`config.mk`:
```
export PLATFORM = sky130hd
export DESIGN_NAME = rgb_frame_feeder
export DESIGN_NICKNAME = d
export VERILOG_FILES = /design/src/rtl/rgb_frame_feeder.sv
export SDC_FILE = /design/constraint.sdc
export NUM_CORES = 1
export LEC_CHECK = 0
export CORE_ASPECT_RATIO = 1.2
export CORE_MARGIN = 2
export CORE_UTILIZATION = 55
export DETAILED_ROUTE_END_ITERATION = 10
export PLACE_DENSITY_LB_ADDON = 0.2
export SLEW_MARGIN = 20
export SYNTH_ARGS = -nofsm -noshare
export SYNTH_HDL_FRONTEND = slang
export SYNTH_SLANG_ARGS = --single-unit
```
`constraint.sdc`:
```
create_clock -name clk -period 4.3 [get_ports clk]
set_input_delay 0.43 -clock clk [delete_from_list [all_inputs] [get_ports clk]]
set_output_delay 0.43 -clock clk [all_outputs]
set_load 0.01 [all_outputs]
```
`src/rtl/rgb_frame_feeder.sv`:
```
// Initiator for the rgb_to_gray converter: streams one frame of interleaved
// R,G,B bytes to the converter and stores each returned gray byte by pixel index.
module rgb_frame_feeder #(
  parameter int WIDTH   = 2048,
  parameter int HEIGHT  = 1153,
  parameter int ADDR_W  = 23,
  parameter int PIX_W   = 22,
  parameter int TIMEOUT = 1024
) (
  input  logic              clk,
  input  logic              reset,
  input  logic              start,
  output logic              rgb_rd_en,
  output logic [ADDR_W-1:0] rgb_rd_addr,
  input  logic [7:0]        rgb_rd_data,
  output logic [7:0]        R,
  output logic [7:0]        G,
  output logic [7:0]        B,
  output logic              pix_valid,
  input  logic [7:0]        gray_in,
  input  logic              gray_done,
  output logic              gray_wr_en,
  output logic [PIX_W-1:0]  gray_wr_addr,
  output logic [7:0]        gray_wr_data,
  output logic              busy,
  output logic              frame_done,
  output logic              timeout_err
);

  localparam int NPIX = WIDTH * HEIGHT;
  localparam logic [PIX_W-1:0] LAST_PIX = PIX_W'(NPIX - 1);
  localparam int WD_W = $clog2(TIMEOUT + 1);
  localparam logic [WD_W-1:0] WD_LAST = WD_W'(TIMEOUT - 1);

  typedef enum logic [2:0] {
    IDLE, RD_R, RD_G, RD_B, CAP_B, WAIT, WRITE
  } state_t;

  state_t            state_q, state_d;
  logic [ADDR_W-1:0] addr_q, addr_d;
  logic [PIX_W-1:0]  pix_q, pix_d;
  logic [7:0]        r_q, r_d, g_q, g_d, b_q, b_d, gray_q, gray_d;
  logic [WD_W-1:0]   wd_q, wd_d;
  logic              timeout_q, timeout_d;
  logic              frame_done_q, frame_done_d;

  always_ff @(posedge clk) begin
    if (reset) begin
      state_q      <= IDLE;
      addr_q       <= '0;
      pix_q        <= '0;
      r_q          <= '0;
      g_q          <= '0;
      b_q          <= '0;
      gray_q       <= '0;
      wd_q         <= '0;
      timeout_q    <= 1'b0;
      frame_done_q <= 1'b0;
    end else begin
      state_q      <= state_d;
      addr_q       <= addr_d;
      pix_q        <= pix_d;
      r_q          <= r_d;
      g_q          <= g_d;
      b_q          <= b_d;
      gray_q       <= gray_d;
      wd_q         <= wd_d;
      timeout_q    <= timeout_d;
      frame_done_q <= frame_done_d;
    end
  end

  // Read data lags its strobe by one cycle, so each channel lands one state later.
  always_comb begin
    state_d      = state_q;
    addr_d       = addr_q;
    pix_d        = pix_q;
    r_d          = r_q;
    g_d          = g_q;
    b_d          = b_q;
    gray_d       = gray_q;
    wd_d         = wd_q;
    timeout_d    = timeout_q;
    frame_done_d = 1'b0;
    case (state_q)
      IDLE: begin
        if (start && !frame_done_q) begin
          state_d   = RD_R;
          addr_d    = '0;
          pix_d     = '0;
          timeout_d = 1'b0;
        end
      end
      RD_R: begin
        addr_d  = addr_q + 1'b1;
        state_d = RD_G;
      end
      RD_G: begin
        r_d     = rgb_rd_data;
        addr_d  = addr_q + 1'b1;
        state_d = RD_B;
      end
      RD_B: begin
        g_d     = rgb_rd_data;
        addr_d  = addr_q + 1'b1;
        state_d = CAP_B;
      end
      CAP_B: begin
        b_d     = rgb_rd_data;
        wd_d    = '0;
        state_d = WAIT;
      end
      WAIT: begin
        // A done strobe on the final allowed cycle still wins over the watchdog.
        if (gray_done) begin
          gray_d  = gray_in;
          state_d = WRITE;
        end else if (wd_q == WD_LAST) begin
          timeout_d = 1'b1;
          state_d   = IDLE;
        end else begin
          wd_d = wd_q + 1'b1;
        end
      end
      WRITE: begin
        if (pix_q == LAST_PIX) begin
          frame_done_d = 1'b1;
          state_d      = IDLE;
        end else begin
          pix_d   = pix_q + 1'b1;
          state_d = RD_R;
        end
      end
      default: state_d = IDLE;
    endcase
  end

  always_comb begin
    rgb_rd_en    = 1'b0;
    rgb_rd_addr  = '0;
    pix_valid    = 1'b0;
    gray_wr_en   = 1'b0;
    gray_wr_addr = '0;
    busy         = (state_q != IDLE);
    case (state_q)
      RD_R, RD_G, RD_B: begin
        rgb_rd_en   = 1'b1;
        rgb_rd_addr = addr_q;
      end
      WAIT:  pix_valid = 1'b1;
      WRITE: begin
        gray_wr_en   = 1'b1;
        gray_wr_addr = pix_q;
      end
      default: ;
    endcase
  end

  assign R            = r_q;
  assign G            = g_q;
  assign B            = b_q;
  assign gray_wr_data = gray_q;
  assign frame_done   = frame_done_q;
  assign timeout_err  = timeout_q;

endmodule
```
# [After elaboration in Yosys (flattened, before gate mapping)]
# Index checks and enable logic that the tools add are counted.
[word_totals] register_bits=93 in_bits=20
[op_classes] add_sub_neg=3 eq_ne=14 muxes=23 n_bitwise=1 n_reduce_logical=16
[op_table] operator="$mux 22" n=3
[op_table] operator="$mux 23" n=2
[op_table] operator="$pmux 23 s2" n=1
[op_table] operator="$pmux 22 s2" n=1
[op_table] operator="$add 23x1->23 const B" n=1
[op_table] operator="$add 22x1->22 const B" n=1
[op_table] operator="$eq 22x22->1 const B" n=1
[op_table] operator="$mux 11" n=2
[op_table] operator="$pmux 11 s2" n=1
[op_table] operator="$pmux 3 s7" n=1
[op_table] operator="$add 11x1->11 const B" n=1
[op_table] operator="$eq 11x10->1 const B" n=1
[op_table] operator="$ne 2x2->1 const B" n=5
[op_table] operator="$eq 3x3->1 const B" n=3
[op_table] operator="$mux 3" n=3
[op_table] operator="$mux 1" n=8
[op_table] operator="$reduce_bool 2->1" n=4
[op_table] operator="$eq 3x2->1 const B" n=2
[op_table] operator="$reduce_and 2->1" n=3
[op_table] operator="$reduce_and 3->1" n=2
[op_table] operator="$reduce_and 4->1" n=1
[op_table] operator="$eq 3x1->1 const B" n=1
[op_table] operator="$logic_not 3->1" n=1
[op_table] operator="$ne 3x3->1 const B" n=1
[op_table] operator="other kinds (7)" n=7

# [Logic depth before layout (Yosys ltp)]
# Gate-level depths: netlist of the first run.
[logic_depth] depth_word=4 mapped_depth=7 mapped_depth_nobuf=5

# [Least setup slack after synthesis of the first run]
# Ideal clock, no wire load.
[synth_timing] path_type="register to output" start="reg state_q[1]" end="out gray_wr_addr[0]" arrival_time_ns=1.372 required_time_ns=3.870 path_slack_ns=2.498 path_stages_with_launch=7 path_buffers=3 path_cell_list="dfxtp_1 -> buf_2 -> nand3b_1 -> inv_1 -> clkbuf_1 -> clkbuf_1 -> and2_1"
[synth_between] elab_chain_cells=2
[synth_lines] element="from (decl)" line="39" text="state_t state_q, state_d;"
[synth_lines] element="from (signal assigned)" line="60" text="state_q <= state_d;"
[synth_lines] element="$eq 3x3->1" line="145" text="case (state_q)"
[synth_lines] element="$mux 22" line="145"
[synth_lines] element="to (decl)" line="23" text="output logic [PIX_W-1:0] gray_wr_addr,"
# Every way passes these cells.

# [Final worst setup path of the first run]
[layout_timing] start="reg state_q[0]" end="out rgb_rd_addr[7]"
[layout_between] elab_chain_cells=3 elab_cells_between_ends=5 cone_classes="eq/ne: 3; mux: 1; reduce/logical: 1"
[layout_lines] element="$eq 3x1->1 / $eq 3x2->1 (equally long branches)" line="145"
[layout_lines] element="$reduce_or 3->1 (no source line) *"
[layout_lines] element="$mux 23 *" line="145"
[layout_lines] element="to (decl)" line="14" text="output logic [ADDR_W-1:0] rgb_rd_addr,"
# Mark *: on every way between the ends. The rest lies on a longest branch, timed or not.

==> impl_metrics.json, run 1 <==
{
  "status": "complete, no violations",
  "hold_ws_ns": 0.458,
  "postCtsSetupBuffers": 0,
  "hp-start": "gray_wr_data[4]",
  "power_density_nw_per_um2": 304,
  "die_w_microns": 88.6,
  "cp_slowest_cell": "nor2_1",
  "clock_sinks": 93,
  "cts_root_buf": "clkbuf_8",
  "firstDrtPassIters": 5,
  "yosysTopAreaCellShare": 0.394,
  "dp.cells": 767,
  "grt_max_degree": 68,
  "avgSynthCellArea_sq_um": 8.14,
  "maxSlewViolCount": 0,
  "path_clk_slew_ns": 0.10,
  "clock.fmax_mhz": 299,
  "area_delta_synth_final_pct": 26.7,
  "grt_overflow": 0,
  "cp-start-kind": "register",
  "rrSetupSlack_ns": 1.45,
  "min_path_cells": 2,
  "p_sw_uw": 524,
  "ys_seq_elements": 93,
  "swShare": 0.288,
  "core_area_sq_um": 8470,
  "crit_required_ns": 3.87,
  "path_class": "register to output port",
  "numCtsBuffers": 9,
  "start_util": 0.558,
  "syn_nets": 603,
  "timing.rr.end": "pix_q[0]",
  "cts_tree": "built",
  "wirelength_mm": 12.3,
  "finalSetupTns_ns": 0,
  "grt_use_total": 0.266,
  "critical_path.cell_chain": "nor2_1 > nor2_1 > and2_1 > clkdlybuf4s50_1",
  "die_y_microns": 106,
  "slowest_delay_ns": 0.86,
  "max-slew-margin-rel": 0.311,
  "fin_crit_sh": 0.777,
  "cts_hold_buf": 0,
  "seqPwrFrac": 0.501,
  "clk_latency_ns": 0.38,
  "n_antenna_cell": 0,
  "dieArea_sq_um": 9350,
  "ys_seq_area_frac": 0.394,
  "vias_per_cell": 5.99,
  "cts.path.max_buffers": 2,
  "setup_viol": 0,
  "grt_pass1_wl_mm": 20.1,
  "wl_per_cell_microns": 15.8,
  "maxCapViolCount": 0,
  "grt_pass1_vias": 4322,
  "syn_area_sq_um": 4720,
  "hp-class": "register to register",
  "globalplace.congestion": 0.818,
  "antenna_found_initial": 0,
  "r2r_start": "state_q[0]",
  "final_hold_viol_count": 0,
  "drcViolationCount": 0,
  "rsz0062_at_grt": "false",
  "drive_above_1_share": 0.0420,
  "rows": 37,
  "yosys.area.top_type": "dfxtp_1",
  "cpMostUsedCell": "nor2_1",
  "clockPowerShare": 0.353,
  "ys_types": 62,
  "cp-end-kind": "output port",
  "p_leak_nw": 2.12,
  "critical_path.max_fanout": 20,
  "skew_ns": 0.00990,
  "dp_hpwl_mm": 8.63,
  "synth_area_leaders": "dfxtp_1, and2_1, nand2_1, a21oi_1, mux2i_1",
  "synth-edff-count": 0,
  "worst_slew_pin_slew_ns": 1.03,
  "drtAntennaViolNets": 0,
  "numPortBuffers": 102,
  "whs_endpoint": "gray_wr_data[4]",
  "fin_crit_ns": 3.34,
  "synthArstFlopShare": 0,
  "synth_ff_type": "dfxtp_1",
  "nets": 684,
  "peakVddDrop_mv": 0.289,
  "p_int_mw": 1.29,
  "comb_power_share": 0.146,
  "first_iter_violations": 322,
  "top_level_ports": 103,
  "instances_no_fill": 783,
  "htree_levels": 3,
  "ff2ff_path_depth": 6,
  "post_cts_resized": 0,
  "synthCells": 580,
  "crit_arrival_ns": 2.91,
  "synth_warnings": 0,
  "vias": 4688
}
[cell families (layout without fill, tap and decap cells)]
group / count (synthesis) / after routing / share of synthesized area
simple gates: 277 / 277 / 0.318
compound gates: 130 / 130 / 0.182
mux: 20 / 20 / 0.0424
flops: 93 / 93 / 0.394
xor+xnor: 6 / 6 / 0.0111
buf+inv: 51 / 137 / 0.0442
fa+ha+maj: 3 / 3 / 0.00795
[stage by stage]
step	area, sq um	util	setup slack (ns)	total power [mW]
detailed placement	5770	0.681	1.36	1.19
global placement	5770	0.681	1.53	1.18
floorplan	4720	-	2.50	1.09
global route	5980	0.706	0.734	1.88
CTS	5980	0.706	0.953	1.82
finish	5980	0.706	0.957	1.82
[how the worst max path moves through the flow]
| stage | from | end | slack [ns] | cells past startpoint |
|---|---|---|---|---|
| floorplan | state_q[1] | gray_wr_addr[0] | 2.50 | 6 |
| global placement | state_q[0] | rgb_rd_addr[1] | 1.53 | 4 |
| detailed placement | state_q[0] | rgb_rd_addr[19] | 1.36 | 4 |
| CTS | state_q[0] | rgb_rd_addr[19] | 0.95 | 4 |
| global route | state_q[0] | rgb_rd_addr[19] | 0.73 | 4 |
| finish | state_q[0] | rgb_rd_addr[7] | 0.96 | 4 |
[sequential cells by signal, indices dropped and copies added, names as in the netlist]
signal,count
timeout_err,1
wd_q,11
B,8
R,8
frame_done,1
G,8
addr_q,23
state_q,3
gray_wr_data,8
pix_q,22
[cells in the final DEF, fill, tap and decap left out, types with 4 or more instances in the layout]
master             n
a211o_1            9
a21oi_1           49
a311oi_1           4
a31oi_1           13
and2_1            46
and3_1             9
and4_1            10
buf_4              5
clkbuf_8          10
clkdlybuf4s50_1  101
dfxtp_1           93
inv_1             13
mux2i_1           20
nand2_1           69
nand2b_1           6
nand3_1           22
nand4_1           13
nor2_1            44
nor3_1            11
nor4_1             6
o21ai_0           18
o311ai_0           5
o31ai_1            4
or3_1             11
or4_1             12
xnor2_1            6
[layout make-up]
class	count	area (sq um)
Sequential cell	93	1860
Multi-Input combinational cell	436	2650
Clock buffer	10	138
Tap cell	117	146
Fill cell	696	2490
Timing Repair Buffer	107	1050
Inverter	14	52.6
Clock inverter	6	78.8
[critical path, delay by kind of cell, from the launching register on]
family                 cells  cell delay [ns]
buffers and inverters      1             0.54
flip-flops                 1             0.58
AND/OR/NAND/NOR            3             1.41
[synth_stat cells, types with 4 or more instances]
master    instances
nand3_1          22
clkbuf_1         29
o21ai_0          18
inv_1            13
a21oi_1          49
o31ai_1           4
and3_1            9
nor4_1            6
nor3_1           11
a211o_1           9
a311oi_1          4
nand2b_1          6
a31oi_1          13
mux2i_1          20
and2_1           46
nor2_1           44
o311ai_0          5
xnor2_1           6
and4_1           10
dfxtp_1          93
nand2_1          69
buf_2             4
or4_1            12
nand4_1          13
or3_1            11
[power by group through the flow]
stage / sequential, mW / clock [mW] / combinational (mW)
floorplan: 0.926 / 0 / 0.161
global placement: 0.927 / 0 / 0.256
detailed placement: 0.930 / 0 / 0.263
CTS: 0.910 / 0.650 / 0.265
global route: 0.914 / 0.681 / 0.289
finish: 0.910 / 0.642 / 0.265
[layer usage]
layer | vias up | share of wire | GRT usage
li1 | 2263 | - | -
met1 | 2230 | 0.42 | 0.339
met2 | 178 | 0.50 | 0.434
met4 | 0 | 0.020 | 0.115
met5 | - | 0 | 0
met3 | 17 | 0.063 | 0.0486
Note: power is estimated with default switching activity, not from simulation.
==> inputs of run 2 (changes only) <==
CORE_UTILIZATION = 51   (was 55)
clock period = 3.23 ns   (was 4.3 ns; I/O delays follow)
==> run 2 against run 1 <==
- setup slack lost 0.37 ns
- count of clock-buffer cells in the layout is the same
- cell count grew 0.89%
- utilization shrank 4.0 points
- non-clock buffer count grew 4
- sequential share of layout area shrank 0.17 points
- routed wire length shrank 1.4%
- clock skew grew 0.0039 ns
- via count shrank 0.62%
- total power grew 33%
- first-iteration DRC count shrank 8.4%
==> impl_metrics.json, run 2 (synthesis gave the netlist of run 1 again) <==
{
  "vias": 4659,
  "drtAntennaViolNets": 0,
  "instances_no_fill": 790,
  "grt_pass1_vias": 4197,
  "p_leak_nw": 2.14,
  "n_antenna_cell": 0,
  "cp_slowest_cell": "clkdlybuf4s50_1",
  "rows": 38,
  "crit_required_ns": 2.91,
  "fin_crit_ns": 2.64,
  "maxSlewViolCount": 0,
  "dp.cells": 774,
  "post_cts_resized": 0,
  "drive_above_1_share": 0.0478,
  "status": "complete, no violations",
  "critical_path.max_fanout": 18,
  "peakVddDrop_mv": 0.294,
  "grt_use_total": 0.241,
  "maxCapViolCount": 0,
  "area_delta_synth_final_pct": 27.4,
  "htree_levels": 3,
  "max-slew-margin-rel": 0.390,
  "hp-class": "primary input to register",
  "start_util": 0.523,
  "first_iter_violations": 295,
  "fin_crit_sh": 0.817,
  "grt_max_degree": 45,
  "path_clk_slew_ns": 0.09,
  "nets": 688,
  "die_w_microns": 91.9,
  "crit_arrival_ns": 2.32,
  "firstDrtPassIters": 5,
  "top_level_ports": 103,
  "wl_per_cell_microns": 15.4,
  "wirelength_mm": 12.2,
  "numPortBuffers": 102,
  "dieArea_sq_um": 10100,
  "path_class": "register to output port",
  "final_common_cell": "clkdlybuf4s50_1",
  "die_y_microns": 109,
  "globalplace.congestion": 0.863,
  "layout_common_cells": "clkdlybuf4s50_1, dfxtp_1, nand2_1",
  "fillerInstances": 774,
  "numCtsBuffers": 9,
  "layout_setup_ws_ns": 0.590,
  "grt_overflow": 0,
  "skew_ns": 0.0138,
  "cp-start-kind": "register",
  "cp_num_buf_inv": 3,
  "vias_per_cell": 5.90,
  "core_area_sq_um": 9030,
  "cp-end-kind": "output port",
  "dp_hpwl_mm": 8.67,
  "postCtsSetupBuffers": 0,
  "setup_viol": 0,
  "dp_worst_setup_slack_ns": 0.886,
  "clock_sinks": 93,
  "largest_reg_flops": 23,
  "grt_pass1_wl_mm": 19.7,
  "finalSetupTns_ns": 0,
  "critical_path.cell_chain": "nand3b_1 > inv_1 > buf_4 > and2_1 > clkdlybuf4s50_1",
  "reg_top3": "addr_q x23, pix_q x22, wd_q x11",
  "slowest_delay_ns": 0.53,
  "final_hold_viol_count": 0,
  "cts_hold_buf": 0,
  "antenna_found_initial": 0,
  "cts_tree": "built",
  "cts.path.max_buffers": 2,
  "clk_latency_ns": 0.38,
  "clock.fmax_mhz": 379,
  "rsz0062_at_grt": "false",
  "power_density_nw_per_um2": 403,
  "critPathTopFamily": "buffers and inverters",
  "drcViolationCount": 0,
  "worst_slew_pin_slew_ns": 0.910,
  "cts_root_buf": "clkbuf_8",
  "regMostFlops": "addr_q"
}
[run 2: changes by cell type in the layout (fill, tap and decap cells not counted)]
cell | previous run | this run
inv_6 | 1 | 2
clkinvlp_4 | 0 | 1
buf_4 | 5 | 9
clkinv_4 | 2 | 0
[run 2: power by group]
part | switching, mW | internal, mW
registers | 0.0319 | 1.18
logic | 0.206 | 0.161
clock network | 0.449 | 0.395
total | 0.687 | 1.73
[run 2: worst paths after layout]
kind | from | endpoint | slack, ns | cells past startpoint
setup / recovery | state_q[1] | gray_wr_addr[16] | 0.59 | 5
hold / removal | reset | addr_q[1] | 0.39 | 2
setup reg to reg | pix_q[0] | pix_q[0] | 0.94 | 5
hold reg to reg | B[6] | B[6] | 0.46 | 2
[run 2: stage by stage]
stage / cell area, sq um / total power, mW / util / hold slack, ns
2_1_floorplan: 4720 / 1.45 / - / 0.435
3_3_place_gp: 5800 / 1.59 / 0.642 / 0.441
3_5_place_dp: 5800 / 1.60 / 0.642 / 0.447
4_1_cts: 6020 / 2.44 / 0.666 / 0.379
5_1_grt: 6020 / 2.52 / 0.666 / 0.422
6_report: 6020 / 2.42 / 0.666 / 0.391
[run 2: area by class of cell]
| cell class | instances | area (sq um) | share of cell area |
|---|---|---|---|
| flip-flops and latches | 93 | 1860 | 0.309 |
| inverters | 14 | 52.6 | 0.00874 |
| repair buffers | 111 | 1080 | 0.180 |
| well taps | 120 | 150 | 0.0250 |
| clock inverters | 6 | 77.6 | 0.0129 |
| multi-input cells | 436 | 2650 | 0.441 |
| clock buffers | 10 | 138 | 0.0229 |
[run 2: layer usage]
metal,vias up,routed length (microns),global-route usage
met5,-,0,0
met4,0,256,0.0917
met3,24,600,0.0418
met2,135,6120,0.415
met1,2209,5190,0.303
li1,2291,-,-
[run 2: worst reg2reg max path, cell delays in order, from the launching register on]
cell and delay (ns):
dfxtp_1 0.47, ha_1 0.27, nand4_1 0.18, nor2_1 0.58, nand2_1 0.39, a22o_1 0.29
==> inputs of run 3 (changes only) <==
clock period = 2.7 ns   (was 3.23 ns; I/O delays follow)
==> run 3 against run 2 <==
- flip-flop and latch count is the same
- clock power increased by 14%
- count of clock-buffer cells in the layout did not move
- via count is 0.32% higher
- die area unchanged
- register-to-register slack lost 0.57 ns
- global-route usage is 0.59 points higher
- cell area rose by 0.25%
- clock skew is 0.0025 ns lower
- total power is 18% higher
- non-clock buffer count grew 4
- hold slack got worse by 0.079 ns
==> impl_metrics.json, run 3 (synthesis gave the netlist of run 1 again) <==
{
  "crit_end": "rgb_rd_addr[18]",
  "clk_latency_ns": 0.37,
  "largest_reg_flops": 23,
  "rrSetupSlack_ns": 0.37,
  "cp-start-kind": "register",
  "n_antenna_cell": 0,
  "antenna_found_initial": 0,
  "hold_ws_ns": 0.312,
  "crit_required_ns": 2.43,
  "first_iter_violations": 306,
  "fin_crit_ns": 2.52,
  "top_level_ports": 103,
  "firstDrtPassIters": 5,
  "vias_per_cell": 5.89,
  "finalSetupTns_ns": 0,
  "core_area_sq_um": 9030,
  "timing.rr.end": "wd_q[2]",
  "dieArea_sq_um": 10100,
  "vias": 4674,
  "ff2ff_path_depth": 5,
  "cts_tree": "built",
  "grt_pass1_wl_mm": 20.3,
  "path_class": "register to output port",
  "critPathLaunch": "state_q[0]",
  "dp_worst_setup_slack_ns": 0.354,
  "hp-start": "reset",
  "rsz0062_at_grt": "false",
  "final_hold_viol_count": 0,
  "maxCapViolCount": 0,
  "layout_common_cells": "clkdlybuf4s50_1, dfxtp_1, nand2_1",
  "dp_hpwl_mm": 8.84,
  "fin_crit_sh": 0.933,
  "htree_levels": 3,
  "grt_max_degree": 51,
  "drtAntennaViolNets": 0,
  "finalCoreUtilization": 0.668,
  "p_leak_nw": 2.14,
  "start_util": 0.523,
  "path_clk_slew_ns": 0.10,
  "cp-end-kind": "output port",
  "nets": 692,
  "drive_above_1_share": 0.0534,
  "globalplace.congestion": 0.878,
  "r2r_start": "wd_q[0]",
  "postCtsSetupBuffers": 0,
  "clock.fmax_mhz": 397,
  "wl_per_cell_microns": 15.7,
  "skew_ns": 0.0113,
  "worst_slew_pin_slew_ns": 0.736,
  "final_common_cell": "clkdlybuf4s50_1",
  "fillerInstances": 794,
  "numCtsBuffers": 9,
  "die_w_microns": 91.9,
  "clock_sinks": 93,
  "power_density_nw_per_um2": 473,
  "rows": 38,
  "layout_setup_ws_ns": 0.182,
  "drcViolationCount": 0,
  "setup_viol": 0,
  "hp-class": "primary input to register",
  "grt_pass1_vias": 4242,
  "area_delta_synth_final_pct": 27.7,
  "grt_use_total": 0.247,
  "status": "complete, no violations",
  "critical_path.max_fanout": 16,
  "regMostFlops": "addr_q",
  "max-slew-margin-rel": 0.506,
  "peakVddDrop_mv": 0.445,
  "grt_overflow": 0,
  "cts.path.max_buffers": 2,
  "wirelength_mm": 12.4,
  "die_y_microns": 109,
  "numPortBuffers": 102,
  "crit_arrival_ns": 2.25,
  "maxSlewViolCount": 0,
  "cts_root_buf": "clkbuf_8",
  "reg_top3": "addr_q x23, pix_q x22, wd_q x11"
}
==> run 3: metrics by stage <==
step / cells / power, mW / instance area [sq um]
final: 794 / 2.85 / 6030
after CTS: 794 / 2.86 / 6030
after global placement: 778 / 1.91 / 5830
after floorplan: 580 / 1.73 / 4720
after detailed placement: 778 / 1.92 / 5830
after global routing: 794 / 2.96 / 6030
==> run 3: final cells by class <==
class	count	area [sq um]	area share
multi-input cells	436	2660	0.440
flip-flops and latches	93	1860	0.309
repair buffers	115	1110	0.185
well taps	120	150	0.0249
clock buffers	10	128	0.0212
clock inverters	6	70.1	0.0116
inverters	14	52.6	0.00871
==> run 3: layer usage <==
metal | part of all wire | track usage | vias to the layer above | routed length [microns]
met4 | 0.016 | 0.0832 | 0 | 197
li1 | - | - | 2291 | -
met2 | 0.49 | 0.429 | 151 | 6130
met3 | 0.053 | 0.0288 | 15 | 657
met1 | 0.44 | 0.321 | 2217 | 5460
met5 | 0 | 0 | - | 0
==> run 3: worst min-delay path by stage <==
stage                      end  slack (ns)  depth (start not counted)
2_1_floorplan             B[0]        0.41                          2
5_1_grt             state_q[2]        0.33                          2
4_1_cts             state_q[1]        0.30                          2
6_report            state_q[1]        0.31                          2
3_3_place_gp   gray_wr_data[7]        0.44                          2
3_5_place_dp   gray_wr_data[7]        0.45                          2
==> run 3: where the power goes <==
| part | internal (mW) | leakage [nW] | switching, mW | total, mW |
|---|---|---|---|---|
| logic | 0.197 | 1.30 | 0.244 | 0.441 |
| registers | 1.41 | 0.751 | 0.0430 | 1.45 |
| clock network | 0.435 | 0.0895 | 0.524 | 0.959 |
==> run 3: worst max-delay path: stages (launching register included) <==
cell and delay [ns]:
dfxtp_1 0.43, nor2_2 0.48, nor2_1 0.13, buf_4 0.19, and2_1 0.16, clkdlybuf4s50_1 0.47
==> run 3: timing repair <==
item	4_1_cts	5_1_grt
hold buffers	0	0
endpoints found under the setup margin	18	0
resized for setup	1	0
endpoints found under the hold margin	0	0
==> patch 1, RTL diff (flow settings as in run 3) <==
Re-encode `state_t` (7 states) as one-hot, 7 bits wide.
--- a/src/rtl/rgb_frame_feeder.sv
+++ b/src/rtl/rgb_frame_feeder.sv
@@ -33,6 +33,6 @@
   localparam logic [WD_W-1:0] WD_LAST = WD_W'(TIMEOUT - 1);
 
-  typedef enum logic [2:0] {
-    IDLE, RD_R, RD_G, RD_B, CAP_B, WAIT, WRITE
+  typedef enum logic [6:0] {
+    IDLE = 7'b0000001, RD_R = 7'b0000010, RD_G = 7'b0000100, RD_B = 7'b0001000, CAP_B = 7'b0010000, WAIT = 7'b0100000, WRITE = 7'b1000000
   } state_t;
 
Behaviour: no difference found for any inputs over 10 cycles, from zero or initial values and one cycle with reset high; not proved beyond that.
==> patch 1 against run 3 <==
  * Clock power fell by 2.7%
  * Worst setup slack worse by 0.11 ns
  * Cell count grew 3.4%
  * Via count fell by 0.11%
  * Sequential share of layout area rose by 0.37 points
  * Wire length shrank 1.6%
  * Final area grew 3.3%
  * Clock skew grew 0.0095 ns
  * Sequential cell count grew 4
  * Sequential power about the same
  * Total power decreased by 6.0%
  * Synthesized area grew 0.69%
  * Critical endpoint is now gray_wr_addr[7]
==> patch 1: results (changes against run 3) <==
Antenna Cells 0 (unchanged); Synth Area in Compound Gates 0.136 (was 0.182); sequential area share after synthesis 0.408 (was 0.394); Setup Fix Bufs, Post-CTS 3 (was 0); Synth cell types 53 (was 62); Reg-to-Reg End pix_q[20] (was wd_q[2]); WL/cell 14.9 um (was 15.7 um); Tot GR Track Use 0.245 (was 0.247); Worst EP arrival 2.36 ns (was 2.25 ns); Mapped Cells 586 (was 580); status finished, final reports clean (unchanged); slowest cell delay on critical path 0.55 ns (was 0.48 ns); DR vias 4,669 (was 4,674); max_slew headroom 0.394 (was 0.506); Post-synth top cells 97 x dfxtp_1, 63 x nand2_1, 59 x a21oi_1, 56 x nor2_1, 43 x nand3_1 (was 93 x dfxtp_1, 69 x nand2_1, 49 x a21oi_1, 46 x and2_1, 44 x nor2_1); Layout Cells excl Fill 821 (was 794); top cells by area, synth dfxtp_1 41%, a21oi_1 6.2%, and2_1 5.0% (was dfxtp_1 39%, and2_1 6.1%, nand2_1 5.5%); 1st-pass router iterations 4 (was 5); Setup crit end gray_wr_addr[7] (was rgb_rd_addr[18]); ratio of cells with drive above 1 in the final layout 0.107 (was 0.0534); DP Area 5960 um2 (was 5830 um2); number of DRC markers in iteration 0 171 (was 306); DP HPWL 8500 um (was 8840 um); Num CTS Buffers 9 (unchanged); vias in the first global route 4,441 (was 4,242); post-place setup slack -0.00580 ns (was 0.354 ns); Mapped Nets 609 (was 603); clk root buf clkbuf_8 (unchanged); R2R Setup Slk 0.22 ns (was 0.37 ns); CTS HTree Levels 3 (unchanged); clk slew on worst S/H paths 0.10 ns (about the same); largest net degree at the start of global routing 52 (was 51); Critical Path Slowest Stage Cell or4_4 (was nor2_2); Top Registers addr_q: 23 flops, pix_q: 22 flops, wd_q: 11 flops (unchanged); adder-cell share of the synthesized area 0.00789 (was 0.00795); leakage 0.00221 uW (was 0.00214 uW); RD Place Congestion 0.860 (was 0.878); reg2reg start pix_q[12] (was wd_q[0]); Post-CTS Resized 34 (was 1); post-synthesis mux area share 0.0210 (was 0.0424); Hold Path Class in2reg (unchanged); maximum VDD drop 349 uV (was 445 uV); post-placement cell count 799 (was 778); CP max FO 23 (was 16); nets@finish 719 (was 692); XOR/XNOR share of the synthesized area 0.0405 (was 0.0111); crit path launch state_q[3] (was state_q[0])
[patch 1: area by class of cell]
class,count,area (um2)
Inverter,11,53.8
Multi-Input combinational cell,445,2670
Sequential cell,97,1950
Clock inverter,7,72.6
Tap cell,120,150
Fill cell,771,2800
Timing Repair Buffer,132,1220
Clock buffer,9,124
[patch 1: where the power goes]
part           switching [uW]  internal [uW]
Combinational             185            113
Clock                     571            362
Sequential               11.2           1440
[patch 1: layer usage]
metal	wire length, um	part of all wire	vias to the layer above	GRT usage
met1	5130	0.42	2210	0.296
met5	0	0	-	0
li1	-	-	2304	-
met2	6200	0.51	142	0.434
met3	769	0.063	13	0.0535
met4	145	0.012	0	0.0853
[patch 1: worst min-delay path by stage]
stage                               from       end  slack [ns]  cells after the start
after CTS                          reset  pix_q[0]        0.24                      3
final                              reset  pix_q[0]        0.26                      3
after global routing               reset  pix_q[0]        0.27                      3
after floorplan           rgb_rd_data[0]      B[0]        0.41                      2
after global placement              G[2]      G[2]        0.44                      2
after detailed placement            G[1]      G[1]        0.45                      2
==> patch 2, RTL diff (settings of run 3) <==
Made on the original files. Set the parameter `TIMEOUT` to 2048 (it was 1024).
--- a/src/rtl/rgb_frame_feeder.sv
+++ b/src/rtl/rgb_frame_feeder.sv
@@ -6,5 +6,5 @@
   parameter int ADDR_W  = 23,
   parameter int PIX_W   = 22,
-  parameter int TIMEOUT = 1024
+  parameter int TIMEOUT = 2048
 ) (
   input  logic              clk,
Check against the original RTL: no difference found for any inputs over 10 cycles, from zero or initial values and one cycle with reset high; that may be too few to reach the edited logic, so the function may still have changed.
==> patch 2 against run 3 <==
  * Synthesized area decreased by 0.98%
  * Die area decreased by 0.94%
  * Sequential cell count increased by 1
  * Worst setup slack improved by 0.013 ns
  * Clock power decreased by 11%
  * Total power decreased by 3.5%
  * Largest cell class unchanged
  * Wire length decreased by 4.4%
  * Final area decreased by 0.66%
  * Combinational power decreased by 2%
==> patch 2: results (changes against run 3) <==
status finished, final reports clean (unchanged); Fill cells 782 (was 794); Top Registers addr_q: 23 flops, pix_q: 22 flops, wd_q: 12 flops (was addr_q: 23 flops, pix_q: 22 flops, wd_q: 11 flops); crit path launch state_q[2] (was state_q[0]); register share of the cell area 0.314 (was 0.309); post-placement cell count 783 (was 778); sequential cells 94 (was 93); 1st-pass router iterations 4 (was 5); DR vias 4,470 (was 4,674); Post-CTS Resized 0 (was 1); Setup Fix Bufs, Post-CTS 0 (unchanged); CP max FO 28 (was 16); Routed Wire Length 11,900 um (was 12,400 um); met3 Use GR 0.0511 (was 0.0288); DP HPWL 8410 um (was 8840 um); ratio of cells with drive above 1 in the final layout 0.0677 (was 0.0534); worst r2r path cells 6 (was 5); Worst Skew 0.00747 ns (was 0.0113 ns); largest net degree at the start of global routing 58 (was 51); maximum VDD drop 309 uV (was 445 uV); nets@finish 697 (was 692); top cells by area, synth dfxtp_1 40%, a21oi_1 5.5%, nand2_1 5.3% (was dfxtp_1 39%, and2_1 6.1%, nand2_1 5.5%); Post-synth top cells 94 x dfxtp_1, 66 x nand2_1, 65 x nor2_1, 51 x a21oi_1, 37 x and2_1 (was 93 x dfxtp_1, 69 x nand2_1, 49 x a21oi_1, 46 x and2_1, 44 x nor2_1); worst hold stages 2 (unchanged); Layout clock area frac 0.0294 (was 0.0328); met2 Track Usage GR 0.424 (was 0.429); Port Buf Inserts 102 (unchanged); inverter count 18 (was 14); post-place setup slack 0.399 ns (was 0.354 ns); Final non-clock buffer share 0.186 (was 0.185); design area 5990 um2 (was 6030 um2); DR WL met2 5990 um (was 6130 um); number of DRC markers in iteration 0 249 (was 306); clkbuf count 12 (was 10); RD Place Congestion 0.881 (was 0.878); area of the multi-input gates 2600 um2 (was 2660 um2); largest class multi-input combinational cells (unchanged); Num CTS Buffers 9 (unchanged); met1 usage 0.300 (was 0.321); Hold Crit Start reset (unchanged); WL/cell 14.9 um (was 15.7 um); Tot GR Track Use 0.245 (was 0.247); first-pass GRT wire length 20,100 um (was 20,300 um); Mapped Cells 579 (was 580); Slew @ Worst Pin 0.742 ns (was 0.736 ns); Post-synth ARST share 0 (unchanged); sequential area share after synthesis 0.402 (was 0.394); leakage 0.00199 uW (was 0.00214 uW); Critical Path Slowest Stage Cell clkdlybuf4s50_1 (was nor2_2); Routed met3 length 620 um (was 657 um); Mapped Nets 602 (was 603); vias in the first global route 4,317 (was 4,242); DP Area 5810 um2 (was 5830 um2); met1 wire length 5100 um (was 5460 um); slowest cell delay on critical path 0.56 ns (was 0.48 ns); CP top delay family buffers and inverters (was simple AND/OR/NAND/NOR gates)
[patch 2: cell count changes after synthesis, sizes merged, moves of 6 or more]
cell	before	now
nor2	44	66
a31oi	13	3
xnor2	6	16
a211o	9	0
nor3	13	22
and2	46	38
or4	12	4
clkbuf	30	24
[patch 2: power by group]
part | internal [uW] | leakage (uW) | switching [uW]
clock network | 364 | 0.0000792 | 492
logic | 194 | 0.00115 | 237
registers | 1430 | 0.000759 | 40.1
[patch 2: worst paths after layout]
check | to | slack (ns)
max reg2reg | wd_q[5] | 0.35
min | pix_q[21] | 0.24
max | gray_wr_addr[12] | 0.19
min reg2reg | B[0] | 0.46
[patch 2: cell families (layout without fill, tap and decap cells)]
kind of cell / Yosys count / count (layout) / synth area share
buf+inv: 49 / 149 / 0.0428
fa+ha+maj: 3 / 3 / 0.00803
simple gates: 284 / 284 / 0.315
compound gates: 106 / 106 / 0.144
xor+xnor: 19 / 19 / 0.0356
flops: 94 / 94 / 0.402
mux: 24 / 24 / 0.0516
